**config.mk**
```make
export PLATFORM = sky130hd
export DESIGN_NAME = lvds_iq_framer
export DESIGN_NICKNAME = d
export VERILOG_FILES = /design/src/rtl/lvds_link_pkg.sv /design/src/rtl/lvds_frame_shifter.sv /design/src/rtl/lvds_iq_framer.sv
export SDC_FILE = /design/constraint.sdc
export NUM_CORES = 1
export LEC_CHECK = 0
export BUFFER_PORTS_ARGS = -buffer_cell sky130_fd_sc_hd__buf_2
export CAP_MARGIN = 15
export CELL_PAD_IN_SITES_DETAIL_PLACEMENT = 1
export CELL_PAD_IN_SITES_GLOBAL_PLACEMENT = 1
export CORE_ASPECT_RATIO = 1.25
export CORE_MARGIN = 2
export CORE_UTILIZATION = 39
export DETAILED_ROUTE_END_ITERATION = 16
export PLACE_DENSITY = 0.74
export REMOVE_ABC_BUFFERS = 1
export SKIP_CTS_REPAIR_TIMING = 1
export SYNTH_ARGS = -nofsm -noshare
export SYNTH_HDL_FRONTEND = slang
export SYNTH_SLANG_ARGS = --single-unit
```
**constraint.sdc**
```tcl
create_clock -name clk -period 1.6 [get_ports clk]
set_clock_uncertainty 0.05 [all_clocks]
set_input_delay 0.16 -clock clk [delete_from_list [all_inputs] [get_ports clk]]
set_output_delay 0.16 -clock clk [all_outputs]
set_load 0.01 [all_outputs]
```
**src/rtl/lvds_link_pkg.sv**
```systemverilog
// Shared definitions for the LVDS I/Q link: frame layout, sync markers and link states.
// Used by both the transmit framer and the receive deframer.
package lvds_link_pkg;

  localparam logic [1:0] SYNC_HI        = 2'b10;
  localparam logic [1:0] SYNC_LO        = 2'b01;
  localparam int         SAMPLE_W       = 13;
  localparam int         FRAME_W        = 32;
  localparam int         SYMS_PER_FRAME = 16;

  localparam logic [FRAME_W-1:0] EOM_FRAME  = 32'h8000_4000;
  localparam logic [FRAME_W-1:0] ZERO_FRAME = 32'h0000_0000;

  typedef enum logic [1:0] {
    IDLE = 2'd0,
    PRE  = 2'd1,
    DATA = 2'd2,
    EOM  = 2'd3
  } link_state_e;

  // The marker bits after I and after Q are what the receiver locks onto.
  function automatic logic [FRAME_W-1:0] build_frame(
    input logic [SAMPLE_W-1:0] i,
    input logic [SAMPLE_W-1:0] q
  );
    return {SYNC_HI, i, 1'b1, SYNC_LO, q, 1'b0};
  endfunction

endpackage

```
**src/rtl/lvds_frame_shifter.sv**
```systemverilog
// 32-bit frame serialiser: loads a frame every 16 clocks and shifts it out two bits per clock,
// MSB of each pair on tx_d[0]. The symbol counter free-runs so alignment survives every state.
module lvds_frame_shifter
  import lvds_link_pkg::*;
(
  input  logic               clk,
  input  logic               reset_n,
  input  logic [FRAME_W-1:0] frame_in,
  output logic               boundary,
  output logic [1:0]         tx_d,
  output logic               frame_start
);

  localparam logic [3:0] LAST_SYM = 4'(SYMS_PER_FRAME - 1);

  logic [3:0]         sym_cnt_q, sym_cnt_d;
  logic [FRAME_W-1:0] sh_q, sh_d;
  logic [1:0]         tx_d_q, tx_d_d;
  logic               frame_start_q, frame_start_d;
  logic [FRAME_W-1:0] src_s;

  assign boundary    = (sym_cnt_q == LAST_SYM);
  assign tx_d        = tx_d_q;
  assign frame_start = frame_start_q;

  // Symbol 0 of a freshly loaded frame goes straight to the output register.
  always_comb begin
    if (boundary) begin
      src_s = frame_in;
    end else begin
      src_s = sh_q;
    end
    sym_cnt_d     = sym_cnt_q + 4'd1;
    tx_d_d        = {src_s[FRAME_W-2], src_s[FRAME_W-1]};
    sh_d          = {src_s[FRAME_W-3:0], 2'b00};
    frame_start_d = boundary;
  end

  // Shift/output registers; reset forces the line to zero at once.
  always_ff @(posedge clk or negedge reset_n) begin
    if (!reset_n) begin
      sym_cnt_q     <= 4'd0;
      sh_q          <= ZERO_FRAME;
      tx_d_q        <= 2'b00;
      frame_start_q <= 1'b0;
    end else begin
      sym_cnt_q     <= sym_cnt_d;
      sh_q          <= sh_d;
      tx_d_q        <= tx_d_d;
      frame_start_q <= frame_start_d;
    end
  end

endmodule

```
**src/rtl/lvds_iq_framer.sv**
```systemverilog
// Transmit framer for the LVDS I/Q link: sequences idle, preamble, data and end-of-message
// frames on 16-symbol boundaries and hands them to the 2-bit serialiser.
module lvds_iq_framer
  import lvds_link_pkg::*;
#(
  parameter int PRE_FRAMES = 1
) (
  input  logic                clk,
  input  logic                reset_n,
  input  logic                enable,
  input  logic                s_valid,
  input  logic [SAMPLE_W-1:0] s_i,
  input  logic [SAMPLE_W-1:0] s_q,
  input  logic                s_last,
  output logic                s_ready,
  output logic [1:0]          tx_d,
  output logic                frame_start,
  output logic                busy,
  output logic                done,
  output logic [7:0]          underrun_cnt
);

  localparam logic [3:0] PRE_LAST = 4'(PRE_FRAMES - 1);

  link_state_e        state_q, state_d;
  logic [3:0]         pre_cnt_q, pre_cnt_d;
  logic               last_q, last_d;
  logic [7:0]         underrun_q, underrun_d;
  logic               busy_q, busy_d;
  logic               done_q, done_d;
  logic [FRAME_W-1:0] frame_s;
  logic               boundary_s;
  logic               ready_s;

  lvds_frame_shifter u_shifter (
    .clk         (clk),
    .reset_n     (reset_n),
    .frame_in    (frame_s),
    .boundary    (boundary_s),
    .tx_d        (tx_d),
    .frame_start (frame_start)
  );

  assign s_ready      = ready_s;
  assign busy         = busy_q;
  assign done         = done_q;
  assign underrun_cnt = underrun_q;

  // Ready is decided from state and enable only, so the source may wait on it.
  always_comb begin
    ready_s = 1'b0;
    if (boundary_s) begin
      case (state_q)
        PRE:     ready_s = enable && (pre_cnt_q == PRE_LAST);
        DATA:    ready_s = enable && !last_q;
        default: ready_s = 1'b0;
      endcase
    end else begin
      ready_s = 1'b0;
    end
  end

  // Boundary decisions: next state and the frame that occupies the next 16 symbols.
  always_comb begin
    state_d    = state_q;
    pre_cnt_d  = pre_cnt_q;
    last_d     = last_q;
    underrun_d = underrun_q;
    done_d     = 1'b0;
    frame_s    = ZERO_FRAME;
    if (boundary_s) begin
      case (state_q)
        IDLE: begin
          if (enable && s_valid) begin
            state_d   = PRE;
            pre_cnt_d = 4'd0;
          end else begin
            state_d = IDLE;
          end
        end
        PRE: begin
          if (!enable) begin
            state_d = IDLE;
          end else if (pre_cnt_q != PRE_LAST) begin
            pre_cnt_d = pre_cnt_q + 4'd1;
          end else if (s_valid) begin
            state_d = DATA;
            frame_s = build_frame(s_i, s_q);
            last_d  = s_last;
          end else begin
            state_d = PRE;
          end
        end
        DATA: begin
          if (last_q || !enable) begin
            state_d = EOM;
            frame_s = EOM_FRAME;
          end else if (s_valid) begin
            frame_s = build_frame(s_i, s_q);
            last_d  = s_last;
          end else if (underrun_q != 8'hFF) begin
            underrun_d = underrun_q + 8'd1;
          end else begin
            underrun_d = underrun_q;
          end
        end
        EOM: begin
          state_d = IDLE;
          done_d  = 1'b1;
        end
        default: state_d = IDLE;
      endcase
    end else begin
      state_d = state_q;
    end
    busy_d = (state_d != IDLE);
  end

  // Control and status registers.
  always_ff @(posedge clk or negedge reset_n) begin
    if (!reset_n) begin
      state_q    <= IDLE;
      pre_cnt_q  <= 4'd0;
      last_q     <= 1'b0;
      underrun_q <= 8'd0;
      busy_q     <= 1'b0;
      done_q     <= 1'b0;
    end else begin
      state_q    <= state_d;
      pre_cnt_q  <= pre_cnt_d;
      last_q     <= last_d;
      underrun_q <= underrun_d;
      busy_q     <= busy_d;
      done_q     <= done_d;
    end
  end

endmodule

```
==> run metrics, run 1 <==
status=complete, but fails checks; failing checks=negative setup slack; core area=0.00578 mm2; most common cell after layout, fill and taps aside=dfrtp_1; R2R depth=8; drt wl/cell=17.7 um; Synth Warn #=0; Die H=90.1 um; initial antenna violation count=0; Post-synth top flop=dfrtp_1; total power=2.68 mW; Critical Path Start Type=register; worst skew pair latency=310 ps; post-route insts no fill=344; worst setup path end=s_ready; clock share of power=0.407; die width=72.9 um; synthesized area=0.00231 mm2; Max VDD drop=0.000681 V; I/O pins=45; CTS tree=done; first-pass GRT wire length=8400 um; Max Slew Vio Count=0; Vias=1833; layout cells sized above 1=0.514; Critical Path AT=1600 ps; FP Rows=31; leakage power=1.72 nW; FF-to-FF End=u_shifter.sh_q[6]; dpl hpwl=3560 um; slew at the pin with the worst max-slew slack=417 ps; PwrDens=789 mW/mm2; WP data required=1390 ps; critical path capture point type=output pin; unrepaired setup endpoints after global routing=yes; Power Internal=2.10 mW; Yosys reg bits=53; drt total wl=6090 um; CP max FO=2; Max Freq=552 MHz; number of flops mapped to enable cells by yosys=0; CP Class=register to output pin; slew margin rel.=0.722; register area share after synthesis=0.574; ANT nets after route=0; CTS root buf=clkbuf_8; CP Cell Sequence=inv_2, buf_6, ha_4, nand3_2, a21oi_2, buf_2; switching pwr=0.586 mW; CP peak stage delay=410 ps; Clock Sinks=53; logic gate share of total power=0.088; post-synth cell types=39; Pre-antenna DRT Iters=6; leading cell types in the layout, fill and taps excluded=dfrtp_1 (53), buf_2 (44), buf_4 (30); clk buf depth=2; worst setup margin=-211 ps; number of vias per cell=5.33; CP max-delay cell=dfrtp_1; ant diodes=0; Async S/R FF share, synth=1.00; total grt overflow=0; GPL Wtd Cong=0.785; Worst Hold Class=primary input to register; # DRC=0; syn avg cell area=12.5 um2; final core occ=0.589; Final min period=1810 ps; H-tree lvl count=2; setup slack, reg-to-reg=-190 ps; Overall Global Routing Usage=0.162; DIE AREA=0.00656 mm2; switching share of power=0.218; # setup viols final=40; largest net degree at the start of global routing=54; Initial DRC Count=72; Placed Cells=317; clock-pin slew on the worst setup and hold paths=100 ps; Max Cap Violations=0; initial core utilization=0.400; Final Cycle Share=1.13; Reg2Reg Launch Point=state_q[1]; Synth Instances=185; Seq pwr share=0.505; Port Buffers=44; TritonCTS Buffers=5; vias in the first global route=1779; synth-to-layout area growth=47.3%; CP Launch Point=state_q[1]; fin nets=318; Post-Route Setup TNS=-5650 ps; Final Hold Fails=0
==> worst max-delay path, delay by kind of cell (launching register included) <==
| kind | cells | cell delay [ps] |
|---|---|---|
| DFF | 1 | 410 |
| AOI/OAI and AO/OA | 1 | 130 |
| adders and majority gates | 1 | 290 |
| buffers and inverters | 3 | 370 |
| and+or+nand+nor | 1 | 100 |
==> logic make-up after synthesis <==
kind of cell / Yosys count / share of synthesized area
flip-flops: 53 / 0.574
XOR/XNOR: 8 / 0.0303
multiplexers: 2 / 0.00974
adder cells (fa/ha/maj): 10 / 0.0541
AND/OR/NAND/NOR: 48 / 0.124
AO/OA/AOI/OAI: 48 / 0.172
buffers and inverters: 16 / 0.0363
==> power by group through the flow <==
stage	sequential, mW	clock (mW)	combinational (mW)
2_1_floorplan	1.38	0	0.0525
5_1_grt	1.36	1.18	0.259
3_3_place_gp	1.38	0	0.172
6_report	1.35	1.09	0.236
4_1_cts	1.35	1.12	0.175
3_5_place_dp	1.38	0	0.175
==> cells in the mapped netlist (2+ instances only) <==
master,number,share of area
dfrtp_1,53,0.57
a22o_1,24,0.091
ha_1,10,0.054
inv_1,9,0.015
nand3_1,8,0.017
nand2_1,7,0.011
o21ai_1,7,0.015
and2_1,6,0.016
xor2_1,6,0.023
nand2b_1,5,0.014
nor2_1,5,0.0081
nor3_1,5,0.011
nor3b_1,4,0.013
a21o_1,3,0.0097
clkbuf_1,3,0.0049
o31ai_1,3,0.0097
buf_6,2,0.0097
nand4_1,2,0.0054
o22a_1,2,0.0076
xnor2_1,2,0.0076
==> worst min-delay path by stage <==
stage,depth (start not counted),to,slack [ps],start
6_report,2,u_shifter.sh_q[23],10,s_i[4]
5_1_grt,2,u_shifter.sh_q[13],2,s_q[10]
4_1_cts,2,last_q,-220,reset_n
3_5_place_dp,2,underrun_cnt[2],130,reset_n
3_3_place_gp,2,underrun_cnt[2],130,reset_n
2_1_floorplan,0,busy,-190,reset_n
==> registers in the layout (all words and copies together) (netlist names) <==
name,cells
u_shifter.tx_d,2
pre_cnt_q,4
state_q,2
last_q,1
u_shifter.frame_start,1
underrun_cnt,8
busy,1
u_shifter.sh_q,29
done,1
u_shifter.sym_cnt_q,4
==> routing by layer <==
| layer | global-route usage | vias to the layer above | wire length, um |
|---|---|---|---|
| met4 | 0.0509 | 0 | 112 |
| li1 | - | 848 | - |
| met1 | 0.216 | 930 | 2560 |
| met2 | 0.261 | 44 | 3210 |
| met5 | 0 | - | 0 |
| met3 | 0.0359 | 11 | 216 |
==> final cells by class <==
cell class | instances | area, um2
clock buffers | 5 | 68.8
clock inverters | 3 | 68.8
fillers | 595 | 2380
inverters | 10 | 45.0
multi-input cells | 116 | 1120
flip-flops and latches | 53 | 1330
well taps | 66 | 82.6
repair buffers | 91 | 689
==> per-stage QoR <==
step	instance area (um2)	hold slack, ps	worst slack (ps)
6_report	3400	9.97	-211
3_3_place_gp	2810	128	-172
2_1_floorplan	2270	-186	-417
5_1_grt	3400	1.82	-252
4_1_cts	2950	-216	-315
3_5_place_dp	2810	128	-144
Note: power is estimated with default switching activity, not from simulation.
==> run 2, diff against run 1 <==
--- a/config.mk
+++ b/config.mk
@@ -13,7 +13,7 @@
 export CORE_MARGIN = 2
 export CORE_UTILIZATION = 39
 export DETAILED_ROUTE_END_ITERATION = 16
-export PLACE_DENSITY = 0.74
+export PLACE_DENSITY = 0.79
 export REMOVE_ABC_BUFFERS = 1
 export SKIP_CTS_REPAIR_TIMING = 1
 export SYNTH_ARGS = -nofsm -noshare
==> run 2 against run 1 <==
Net effect:
- the run still ends with negative setup slack left
- global-route usage is 1.1 points higher
- core utilization is 1.5 points lower
- clock power is 21% lower
- sequential power hardly changed
- final cell count stayed put
- sequential share of layout area is 1.0 points higher
- via count is 1.6% lower
- largest power group unchanged
==> run metrics, run 2 (synthesized netlist as in run 1, its figures left out) <==
first-pass GRT wire length=8780 um (+4.5%); Die H=90.1 um (unchanged); initial core utilization=0.400 (unchanged); Worst Hold Depth=2 (unchanged); Detail Route met3 WL=213 um (-1.4%); ant diodes=0 (unchanged); Overall Global Routing Usage=0.174 (+0.0114); CTS root buf=clkbuf_8; CTS tree=done; die width=72.9 um (unchanged); Finished Cell Area=0.00332 mm2 (-2.5%); Placed Instance Area=0.00281 mm2 (unchanged); CP peak stage delay=420 ps (about the same); clk buf depth=2 (unchanged); Post-Route Setup TNS=-5530 ps (+121 ps); worst setup margin=-230 ps (-18.5 ps); clock-pin slew on the worst setup and hold paths=100 ps (about the same); synth-to-layout area growth=43.6%; Port Buffers=44 (unchanged); critical path capture point type=output pin; Worst Hold Class=primary input to register; status=complete, but fails checks; PwrDens=734 mW/mm2 (-6.9%); number of vias per cell=5.24 (-1.6%); WP buf/inv=3 (unchanged); max FFs per register=29 (unchanged); Critical Path Start Type=register; slew margin rel.=0.735 (+0.0135); Pre-antenna DRT Iters=4 (-2); WP data required=1390 ps (about the same); Max VDD drop=0.000905 V (+33%); slew at the pin with the worst max-slew slack=397 ps (-20.3 ps); Max Cap Violations=0 (unchanged); CP Class=register to output pin; layout cells sized above 1=0.500 (-0.0144); Critical Path AT=1620 ps (+20 ps); Max Slew Vio Count=0 (unchanged); HP Start=s_q[0]; largest net degree at the start of global routing=54 (unchanged); GPL Wtd Cong=0.846 (+7.8%); Clock Sinks=53 (unchanged); worst skew pair latency=310 ps (about the same); I/O pins=45 (unchanged); Final Hold Fails=0 (unchanged); failing checks=negative setup slack; CP Cell Sequence=inv_2, ha_4, nor3b_4, buf_6, nand2b_4, a21oi_2, buf_2; WP depth=7 (+1); drt total wl=6290 um (+3.3%); R2R depth=7 (-1); CP Launch Point=pre_cnt_q[0]; vias in the first global route=1852 (+4.1%); max layer used=met4; hold_ws=4.24 ps (-5.74 ps); core area=0.00578 mm2 (unchanged); # DRC=0 (unchanged); FILL cells=620 (+4.2%); CP max-delay cell=dfrtp_1; Final min period=1830 ps (+18.5 ps); wire length on met2=3500 um (+9.3%); Initial DRC Count=76 (+5.6%); M1 WL=2500 um (-2.4%); fin nets=318 (unchanged); # setup viols final=39 (-2.5%); Final Cycle Share=1.14 (+0.0116); post-route insts no fill=344 (unchanged); TritonCTS Buffers=5 (unchanged); initial antenna violation count=0 (unchanged); most common cell after layout, fill and taps aside=dfrtp_1; CP delay by family, top=flip-flops; dpl hpwl=3890 um (+9.5%); ANT nets after route=0 (unchanged); leading cell types in the layout, fill and taps excluded=dfrtp_1 (52), buf_2 (44), buf_4 (36); CP max FO=3 (+1); drt wl/cell=18.3 um (+3.3%); Vias=1803 (-1.6%); H-tree lvl count=2 (unchanged); Placed Cells=317 (unchanged); unrepaired setup endpoints after global routing=yes; pre-CTS worst setup slack=-253 ps (-109 ps); DIE AREA=0.00656 mm2 (unchanged); total grt overflow=0 (unchanged); Max Freq=547 MHz (-1.0%); most flop-heavy register=u_shifter.sh_q; Reg2Reg Launch Point=state_q[0]; FP Rows=31 (unchanged); leakage power=1.67 nW (-3.1%)
run 2: cell count changes in the layout (fill, tap and decap cells not counted), sizes merged:
cell,change
buf,+1
bufinv,-2
clkbuf,+1
clkinv,+1
inv,-1
run 2: path summary, 6_finish.rpt:
| check | to | slack (ps) |
|---|---|---|
| min in group asynchronous | underrun_cnt[2] | 300 |
| max reg2reg | u_shifter.sh_q[5] | -210 |
| max | s_ready | -230 |
| max in group asynchronous | state_q[1] | 930 |
| min | u_shifter.sh_q[3] | 4 |
| min reg2reg | u_shifter.sh_q[17] | 410 |
run 2: power breakdown:
group	leakage, nW	internal (mW)	switching [mW]
Sequential	0.732	1.35	0.00712
Clock	0.0549	0.401	0.460
Combinational	0.882	0.109	0.112
Total	1.67	1.86	0.579
run 2: worst register-to-register path, cell delays in order, from the launching register on:
cell	delay, ps
dfrtp_1	450
inv_2	100
ha_2	380
nand2_4	80
a211oi_4	220
buf_6	160
buf_12	140
a22o_1	170
run 2: per-layer routing:
layer  track usage  vias up
met1         0.208      900
li1              -      850
met5             0        -
met2         0.313       46
met3        0.0314        7
met4        0.0463        0
run 2: per-stage QoR:
stage | utilization | power (mW)
final | 0.574 | 2.44
after global routing | 0.574 | 2.53
after CTS | 0.504 | 2.40
after detailed placement | 0.486 | 1.56
after global placement | 0.486 | 1.55
after floorplan | - | 1.43
run 2: cell type report:
class | instances | area [um2] | share of cell area
clock buffer | 7 | 96.3 | 0.0290
timing repair buffer | 91 | 644 | 0.194
tap | 66 | 82.6 | 0.0249
inverter | 10 | 42.5 | 0.0128
clock inverter | 1 | 8.76 | 0.00264
multi-input combinational | 116 | 1120 | 0.336
sequential | 53 | 1330 | 0.400
==> run 3, diff against run 2 <==
--- a/config.mk
+++ b/config.mk
@@ -11,9 +11,10 @@
 export CELL_PAD_IN_SITES_GLOBAL_PLACEMENT = 1
 export CORE_ASPECT_RATIO = 1.25
 export CORE_MARGIN = 2
-export CORE_UTILIZATION = 39
+export CORE_UTILIZATION = 43
 export DETAILED_ROUTE_END_ITERATION = 16
-export PLACE_DENSITY = 0.79
+export GPL_ROUTABILITY_DRIVEN = 0
+export PLACE_DENSITY = 0.82
 export REMOVE_ABC_BUFFERS = 1
 export SKIP_CTS_REPAIR_TIMING = 1
 export SYNTH_ARGS = -nofsm -noshare
==> constraint.sdc (replaced) <==
create_clock -name clk -period 2.1 [get_ports clk]
set_clock_uncertainty 0.05 [all_clocks]
set_input_delay 0.21 -clock clk [delete_from_list [all_inputs] [get_ports clk]]
set_output_delay 0.21 -clock clk [all_outputs]
set_load 0.01 [all_outputs]
==> run 3 against run 2 <==
Net effect:
- the run now ends clean
- core utilization is 3.3 points lower
- via count is 10% lower
- clock power is 31% lower
- first-iteration DRC count is 57% lower
- register-to-register slack improved by 330 ps
- critical path depth unchanged
- worst hold slack improved by 49 ps
- global-route usage shrank 0.27 points
- final area is 17% lower
- non-clock buffer count shrank 39
- total power fell by 28%
- critical endpoint unchanged
- largest cell class unchanged
- highest routed layer unchanged
==> run metrics, run 3 (synthesized netlist as in run 1, its figures left out) <==
status=completed; GRT busiest layer=met2; most common cell after layout, fill and taps aside=dfrtp_1; pre-CTS worst setup slack=150 ps (+403 ps); CTS tree=done; initial antenna violation count=0 (unchanged); CP max FO=4 (+1); I/O pins=45 (unchanged); Placed Instance Area=0.00264 mm2 (-6.1%); met2 usage=0.301 (-0.0122); Max Cap Violations=0 (unchanged); total power=1.75 mW (-28%); Overall Global Routing Usage=0.171 (-0.00267); Multi-input gate area=918 um2 (-18%); first-pass GRT wire length=8010 um (-8.8%); unrepaired setup endpoints after global routing=no; Final Cycle Share=0.941; critical path capture point type=output pin; Max Slew Vio Count=0 (unchanged); # setup viols final=0 (-100%); FP Rows=29 (-6.5%); met1 usage=0.205 (-0.00291); Worst Hold Class=primary input to register; WP data required=1840 ps (+450 ps); ANT nets after route=0 (unchanged); dpl hpwl=3390 um (-13%); clk buf depth=2 (unchanged); Finished Cell Area=0.00277 mm2 (-17%); FILL cells=565 (-8.9%); Port Buffers=44 (unchanged); Final Hold Fails=0 (unchanged); max FFs per register=29 (unchanged); drt wl/cell=15.8 um (-14%); PwrDens=631 mW/mm2 (-14%); H-tree lvl count=2 (unchanged); Initial DRC Count=33 (-57%); vias in the first global route=1701 (-8.2%); die width=69.6 um (-4.5%); CP Class=register to output pin; largest net degree at the start of global routing=33 (-39%); layout cells sized above 1=0.293 (-0.207); # DRC=0 (unchanged); TritonCTS Buffers=5 (unchanged); CTS root buf=clkbuf_8; drt total wl=4750 um (-24%); worst setup margin=123 ps (+353 ps); Final min period=1980 ps; slew at the pin with the worst max-slew slack=554 ps (+157 ps); clock-pin slew on the worst setup and hold paths=90 ps (about the same); ant diodes=0 (unchanged); Vias=1620 (-10%); Pre-antenna DRT Iters=4 (unchanged); number of vias per cell=5.38 (+2.7%); leakage power=1.42 nW (-15%); Die H=86.0 um (-4.6%); core area=0.00512 mm2 (-11%); slew margin rel.=0.631 (-0.104); synth-to-layout area growth=19.8%; FF+latch area=0.00133 mm2 (about the same); initial core utilization=0.452 (+0.0518); DIE AREA=0.00598 mm2 (-8.8%); worst skew pair latency=310 ps (about the same); M3 GR Usage=0.0353 (+0.00386); Critical Path AT=1720 ps (+100 ps); leading cell types in the layout, fill and taps excluded=dfrtp_1 (53), buf_2 (44), a22o_1 (24); fin nets=279 (-12%); Max VDD drop=0.000341 V (-62%); Max Freq=506 MHz; most flop-heavy register=u_shifter.sh_q; hold_ws=53.5 ps (+49.3 ps); total grt overflow=0 (unchanged); Critical Path Start Type=register; Clock Sinks=53 (unchanged)
## run 3: cell count changes in the layout (fill, tap and decap cells not counted), sizes merged
cell,previous run,this run
buf,89,51
inv,10,9
clkbuf,8,6
clkinv,1,3
## run 3: routing by layer
metal,part of all wire,wire (um),vias up
met5,0,0,-
met4,0.017,79,0
met3,0.042,200,7
met2,0.52,2450,40
met1,0.43,2020,804
li1,-,-,769
## run 3: layout make-up
class / instances / share of cell area
tap: 62 / 0.0280
timing repair buffer: 52 / 0.111
multi-input combinational: 116 / 0.332
clock buffer: 6 / 0.0298
clock inverter: 2 / 0.00497
sequential: 53 / 0.479
inverter: 10 / 0.0154
## run 3: worst max-delay path, cell delays in order, from the launching register on
cell	delay, ps
dfrtp_1	420
inv_1	70
ha_1	170
nor3b_4	240
buf_4	150
nand2b_1	60
a21oi_2	160
buf_2	150
## run 3: metrics by stage
stage / util / setup TNS (ps) / instances
floorplan: - / 0 / 179
global placement: 0.516 / 0 / 291
detailed placement: 0.516 / 0 / 291
CTS: 0.534 / -130 / 299
global route: 0.541 / 0 / 301
finish: 0.541 / 0 / 301
## run 3: where the power goes
part           internal, mW  total, mW  switching (mW)
logic                0.0530      0.117          0.0637
registers              1.03       1.03         0.00524
clock network         0.268      0.598           0.330
## run 3: path summary, 6_finish.rpt
| check | endpoint | cells past startpoint | from | slack (ps) |
|---|---|---|---|---|
| worst max-delay path | s_ready | 7 | pre_cnt_q[1] | 120 |
| worst min-delay path | u_shifter.sh_q[4] | 2 | s_q[1] | 50 |
| worst max register to register | u_shifter.sh_q[27] | 6 | state_q[1] | 120 |
| worst min register to register | u_shifter.sh_q[16] | 1 | u_shifter.sh_q[14] | 410 |
| max in group asynchronous | pre_cnt_q[0] | 3 | reset_n | 1090 |
| min in group asynchronous | underrun_cnt[0] | 2 | reset_n | 370 |
